===== config.mk =====
export PLATFORM = sky130hd
export DESIGN_NAME = toggle_check_sequencer
export DESIGN_NICKNAME = d
export VERILOG_FILES = /design/src/rtl/toggle_check_pkg.sv /design/src/rtl/rise_after_odd_checker.sv /design/src/rtl/toggle_check_sequencer.sv
export SDC_FILE = /design/constraint.sdc
export NUM_CORES = 1
export LEC_CHECK = 0
export CORE_MARGIN = 2
export CORE_UTILIZATION = 40
export CTS_CLUSTER_SIZE = 28
export DETAILED_ROUTE_END_ITERATION = 7
export GPL_TIMING_DRIVEN = 0
export HOLD_SLACK_MARGIN = 0.03
export SETUP_SLACK_MARGIN = 0.4
export SYNTH_ARGS = -nofsm -noshare
export SYNTH_HDL_FRONTEND = slang
export SYNTH_SLANG_ARGS = --single-unit

===== constraint.sdc =====
create_clock -name clk -period 2.1 [get_ports clk]
set_input_delay 0.42 -clock clk [delete_from_list [all_inputs] [get_ports clk]]
set_output_delay 0.42 -clock clk [all_outputs]
set_load 0.005 [all_outputs]

===== src/rtl/toggle_check_pkg.sv =====
// Shared types and default widths for the toggle-stimulus sequencer and its
// rise-after-odd property checker.
package toggle_check_pkg;
  localparam int CYC_W_DEF = 16;
  localparam int CNT_W_DEF = 8;

  typedef enum logic [1:0] {
    IDLE = 2'd0,
    RUN  = 2'd1,
    DONE = 2'd2
  } state_e;
endpackage


===== src/rtl/rise_after_odd_checker.sv =====
// Checks "odd cycle index implies no rising edge of val on the next cycle",
// counting violations (saturating) and capturing the cycle of the first one.
module rise_after_odd_checker
  import toggle_check_pkg::*;
#(
  parameter int CYC_W = CYC_W_DEF,
  parameter int CNT_W = CNT_W_DEF
) (
  input  logic             clk,
  input  logic             rst_n,
  input  logic             run_i,
  input  logic             leave_i,
  input  logic             clear_i,
  input  logic [CYC_W-1:0] cyc_i,
  input  logic             val_i,
  output logic             violation_o,
  output logic             fail_pulse_o,
  output logic [CNT_W-1:0] fail_cnt_o,
  output logic [CYC_W-1:0] first_fail_cyc_o
);
  logic             arm_q;
  logic             val_q;
  logic             fail_pulse_q;
  logic [CNT_W-1:0] fail_cnt_q;
  logic [CYC_W-1:0] first_fail_q;
  logic             violation_c;

  // arm_q/val_q describe the previous RUN cycle: was its index odd, and what was val.
  assign violation_c = run_i & arm_q & ~val_q & val_i;

  always_ff @(posedge clk or negedge rst_n) begin
    if (!rst_n) begin
      arm_q        <= 1'b0;
      val_q        <= 1'b0;
      fail_pulse_q <= 1'b0;
      fail_cnt_q   <= '0;
      first_fail_q <= '0;
    end else begin
      fail_pulse_q <= violation_c;
      if (clear_i) begin
        arm_q        <= 1'b0;
        val_q        <= 1'b0;
        fail_cnt_q   <= '0;
        first_fail_q <= '0;
      end else if (run_i) begin
        arm_q <= leave_i ? 1'b0 : cyc_i[0];
        val_q <= val_i;
        if (violation_c) begin
          if (fail_cnt_q != '1) fail_cnt_q <= fail_cnt_q + 1'b1;
          if (fail_cnt_q == '0) first_fail_q <= cyc_i;
        end
      end
    end
  end

  assign violation_o      = violation_c;
  assign fail_pulse_o     = fail_pulse_q;
  assign fail_cnt_o       = fail_cnt_q;
  assign first_fail_cyc_o = first_fail_q;
endmodule


===== src/rtl/toggle_check_sequencer.sv =====
// Sequences a bounded toggle-stimulus run and reports the property checker's
// verdict when the run completes.
module toggle_check_sequencer
  import toggle_check_pkg::*;
#(
  parameter int CYC_W = CYC_W_DEF,
  parameter int CNT_W = CNT_W_DEF
) (
  input  logic             clk,
  input  logic             rst_n,
  input  logic             start_i,
  input  logic             abort_i,
  input  logic [CYC_W-1:0] max_cyc_i,
  input  logic             inject_i,
  output logic             val_o,
  output logic [CYC_W-1:0] cyc_o,
  output logic             busy_o,
  output logic             done_o,
  output logic             pass_o,
  output logic             fail_pulse_o,
  output logic [CNT_W-1:0] fail_cnt_o,
  output logic [CYC_W-1:0] first_fail_cyc_o
);
  state_e           state_q;
  logic [CYC_W-1:0] cyc_q;
  logic [CYC_W-1:0] max_q;
  logic             stim_q;
  logic             done_q;
  logic             pass_q;

  logic             run_c;
  logic             start_c;
  logic             last_c;
  logic             leave_c;
  logic             violation_c;

  assign run_c   = (state_q == RUN);
  assign start_c = start_i & ~run_c;
  assign last_c  = run_c & ~abort_i & (cyc_q == max_q);
  assign leave_c = (run_c & abort_i) | last_c;

  always_ff @(posedge clk or negedge rst_n) begin
    if (!rst_n) begin
      state_q <= IDLE;
      cyc_q   <= '0;
      max_q   <= '0;
      stim_q  <= 1'b0;
      done_q  <= 1'b0;
      pass_q  <= 1'b0;
    end else begin
      done_q <= 1'b0;
      case (state_q)
        IDLE, DONE: begin
          if (start_i) begin
            state_q <= RUN;
            cyc_q   <= '0;
            stim_q  <= 1'b0;
            max_q   <= max_cyc_i;
            pass_q  <= 1'b0;
          end
        end
        RUN: begin
          if (abort_i) begin
            state_q <= IDLE;
          end else if (cyc_q == max_q) begin
            // The final cycle's own violation must be folded into the verdict.
            state_q <= DONE;
            done_q  <= 1'b1;
            pass_q  <= (fail_cnt_o == '0) & ~violation_c;
          end else begin
            cyc_q  <= cyc_q + 1'b1;
            stim_q <= inject_i ? stim_q : ~stim_q;
          end
        end
        default: state_q <= IDLE;
      endcase
    end
  end

  rise_after_odd_checker #(
    .CYC_W(CYC_W),
    .CNT_W(CNT_W)
  ) u_checker (
    .clk              (clk),
    .rst_n            (rst_n),
    .run_i            (run_c),
    .leave_i          (leave_c),
    .clear_i          (start_c),
    .cyc_i            (cyc_q),
    .val_i            (stim_q),
    .violation_o      (violation_c),
    .fail_pulse_o     (fail_pulse_o),
    .fail_cnt_o       (fail_cnt_o),
    .first_fail_cyc_o (first_fail_cyc_o)
  );

  assign val_o  = stim_q;
  assign cyc_o  = cyc_q;
  assign busy_o = run_c;
  assign done_o = done_q;
  assign pass_o = pass_q;
endmodule

==> summary.md <==
| Metric | Value |
|---|---|
| Nets | `537` |
| Max Cap Viol | `0` |
| Die area | `8940 um2` |
| Residual DRC | `0` |
| First-pass GRT wire length | `15,100 um` |
| Detailed Place HPWL | `5750 um` |
| Htree depth | `3` |
| Post-Syn Nets | `390` |
| Via/cell ratio | `5.16` |
| Die X | `94.5 um` |
| Die Ht | `94.5 um` |
| Status | `finished, final reports clean` |
| Clock sinks | `64` |
| Synth Area per Inst | `8.96 um2` |
| Mapped Area | `3280 um2` |
| CP endpoint kind | `flop` |
| Drt pass-1 iters | `5` |
| Fin Hold WS | `0.180 ns` |
| Crit path time final | `1.89 ns` |
| GRT Total Usage | `22.0%` |
| RSZ-0062 raised after global routing | `yes` |
| WL per Instance | `15.2 um` |
| Layout cells sized above 1 | `31.5%` |
| Crit-path max cell delay | `0.39 ns` |
| Worst path arrival time | `2.11 ns` |
| Iteration-0 DRC Markers | `239` |
| Grt total ovfl | `0` |
| #FFs+latches synth | `64` |
| Actual slew at the worst max-slew pin | `0.798 ns` |
| Synthesis-to-finish area growth | `58.9%` |
| CTS tree | `yes` |
| CP Cell Sequence | `buf_6 > xnor2_2 > nand4_1 > nor4_4 > buf_6 > buf_8 > nor3_2 > a221o_1` |
| Vias | `3,210` |
| VDD IR max | `0.000366 V` |
| Number of synthesized flops with an enable pin | `0` |
| Fin crit share | `90.2%` |
| Fraction of registers with async set/reset | `100%` |
| Clk slew on worst S/H paths | `0.07 ns` |
| Slowest stage cell, crit path | `dfrtp_1` |
| Std cell rows | `33` |
| Final Setup Violations | `0` |
| Req. time, crit path | `2.32 ns` |
| Net Sw Frac | `31.8%` |
| Worst skew pair latency | `0.34 ns` |
| Hold Path Class | `in -> async` |
| Clk Tree Root Cell | `clkbuf_8` |
| Final Hold Vio Count | `0` |
| Sequential area share after synthesis | `48.8%` |
| Psw | `1.16 mW` |
| Drt total wl | `9440 um` |
| Clock share of power | `23.9%` |
| Routed Antenna Nets | `0` |
| Core Box Area | `8090 um2` |
| I/O Pins | `66` |
| Placed Instances | `535` |
| Largest net degree at the start of global routing | `65` |
| Reg power frac | `42.0%` |
| Worst setup SP type | `flop` |
| Worst clock skew | `0.00859 ns` |
| Pint | `2.48 mW` |
| Initial antenna violation count | `0` |
| Initial Utilization | `40.5%` |
| Combinational power share | `34.0%` |
| PwrDens | `699 nW/um2` |
| Cell mode on critical path | `buf_6` |
| Fin cells | `622` |
| Yosys warning total | `0` |
| Final WS setup | `0.206 ns` |
| Top_reg_cell synth | `dfrtp_1` |
| Unique cell type count in the Yosys netlist | `47` |
| Clock buffer depth | `2` |
| Max-slew violation count | `0` |
| Gpl congestion | `0.831` |
| Cts bufs inserted | `9` |
| Buffers added on ports | `64` |
| Slew HR | `46.8%` |
| Setup WS pre-CTS | `-0.322 ns` |
| Leak | `2.66 nW` |
| Vias in the first global route | `3,032` |
| Crit-path max FO | `7` |
| Synthesized instance count | `366` |
| Max Fclk | `528 MHz` |
| N_diodes | `0` |
| Kind of critical path | `reg -> reg` |
cell families (layout without fill, tap and decap cells):
group | count (synthesis) | in the layout | synth area share [%]
AO/OA/AOI/OAI | 45 | 45 | 9.88
XOR/XNOR | 20 | 20 | 6.03
adder cells (fa/ha/maj) | 3 | 3 | 1.14
buffers and inverters | 31 | 182 | 4.66
flip-flops | 64 | 64 | 48.8
multiplexers | 4 | 4 | 1.22
AND/OR/NAND/NOR | 199 | 199 | 28.2
layer usage:
layer / vias up / share of wire, % / global-route usage [%]
met3: 14 / 5.0 / 3.35
met4: 0 / 1.3 / 6.16
li1: 1558 / - / -
met5: - / 0 / 0
met1: 1540 / 44 / 29.6
met2: 98 / 49 / 36.9
per-stage QoR:
stage	TNS [ns]	util [%]	area [um2]	power (mW)
floorplan	0	-	3330	2.03
global placement	-103.07	50.7	4100	2.41
detailed placement	-6.55	50.7	4100	2.42
CTS	0	59.9	4850	3.57
global route	0	64.4	5210	3.87
finish	0	64.4	5210	3.64
synth_stat cells, types with 2 or more instances:
library cell	number	area share, %
nor2b_1	4	0.76
o21ai_0	9	1.4
nand3b_1	3	0.69
nand3_1	27	4.1
nor3_1	11	1.7
a22o_1	5	1.3
xnor2_1	17	4.5
o211ai_1	11	2.5
inv_1	7	0.80
buf_2	8	1.2
dfrtp_1	64	49
a31oi_1	2	0.38
a2bb2oi_1	2	0.53
ha_1	3	1.1
nand2b_1	6	1.1
mux2i_1	4	1.2
and2_1	2	0.38
nor2_1	18	2.1
buf_6	3	1.0
and3_1	2	0.38
xnor2_2	3	1.5
nand2_1	103	12
clkbuf_1	10	1.1
a21o_1	4	0.92
nand4_1	13	2.5
a21oi_1	3	0.46
buf_1	2	0.23
flip-flops by register name, indices dropped and copies added (netlist names):
| signal | cells |
|---|---|
| u_checker.fail_pulse_o | 1 |
| max_q | 16 |
| u_checker.val_q | 1 |
| state_q | 2 |
| done_o | 1 |
| pass_o | 1 |
| u_checker.arm_q | 1 |
| val_o | 1 |
| cyc_o | 16 |
| u_checker.fail_cnt_o | 8 |
| u_checker.first_fail_cyc_o | 16 |
area by class of cell:
| class | count | area [um2] |
|---|---|---|
| clock buffer | 10 | 128 |
| tap | 105 | 131 |
| multi-input combinational | 271 | 1790 |
| fill | 701 | 2880 |
| clock inverter | 5 | 25.0 |
| inverter | 7 | 26.3 |
| sequential | 64 | 1620 |
| timing repair buffer | 136 | 1250 |
| buffer | 24 | 239 |
layout by cell type, fill, tap and decap left out, types with 3 or more instances in the layout:
cell              n
inv_2             3
a21o_1            4
clkbuf_2          3
buf_6            14
clkinv_2          5
clkbuf_8         10
xnor2_1          11
inv_1             4
nor2b_1           4
o211ai_1         11
dfrtp_1          51
buf_4            65
clkdlybuf4s50_1  47
dlygate4sd2_1     6
nand3_1          26
mux2i_1           4
a21oi_1           3
nor3_2            4
nor3_4            5
xnor2_2           9
clkbuf_4          3
o21ai_1           4
clkbuf_1          4
dlymetal6s2s_1    9
o21ai_0           3
a22o_1            5
nand4_1          13
nand2b_1          5
nand3b_1          3
buf_8             7
dfrtp_2          13
nand2_1          99
nor2_1           16
critical path: cells and delay by family, from the launching register on:
kind	cells	cell delay (ns)
flops	1	0.39
xor+xnor	1	0.12
simple gates	3	0.51
compound gates	1	0.31
buf+inv	3	0.45
what timing repair did:
action	4_1_cts	5_1_grt
hold endpoints to repair	0	0
setup endpoints to repair	65	67
resized for setup	69	53
pin swaps	15	26
buffers inserted	50	20
cloned	1	1
hold buffers	0	0
final timing paths:
path                                                      end  cells past startpoint                           from  slack, ns
worst min-delay path                  u_checker.fail_cnt_o[5]                      1                          rst_n       0.18
worst max register to register                          val_o                      8                       cyc_o[7]       0.21
max in group asynchronous                            cyc_o[6]                      1                          rst_n       1.36
worst max-delay path                                    val_o                      8                       cyc_o[7]       0.21
min in group clk                u_checker.first_fail_cyc_o[4]                      2  u_checker.first_fail_cyc_o[4]       0.46
worst min register to register  u_checker.first_fail_cyc_o[4]                      2  u_checker.first_fail_cyc_o[4]       0.46
power by group through the flow:
stage	clock [mW]	combinational (mW)	sequential (mW)
floorplan	0	0.498	1.53
global route	0.963	1.36	1.55
detailed placement	0	0.857	1.56
global placement	0	0.848	1.56
CTS	0.894	1.14	1.53
finish	0.872	1.24	1.53
No activity file was read; power rests on OpenSTA's default activity.
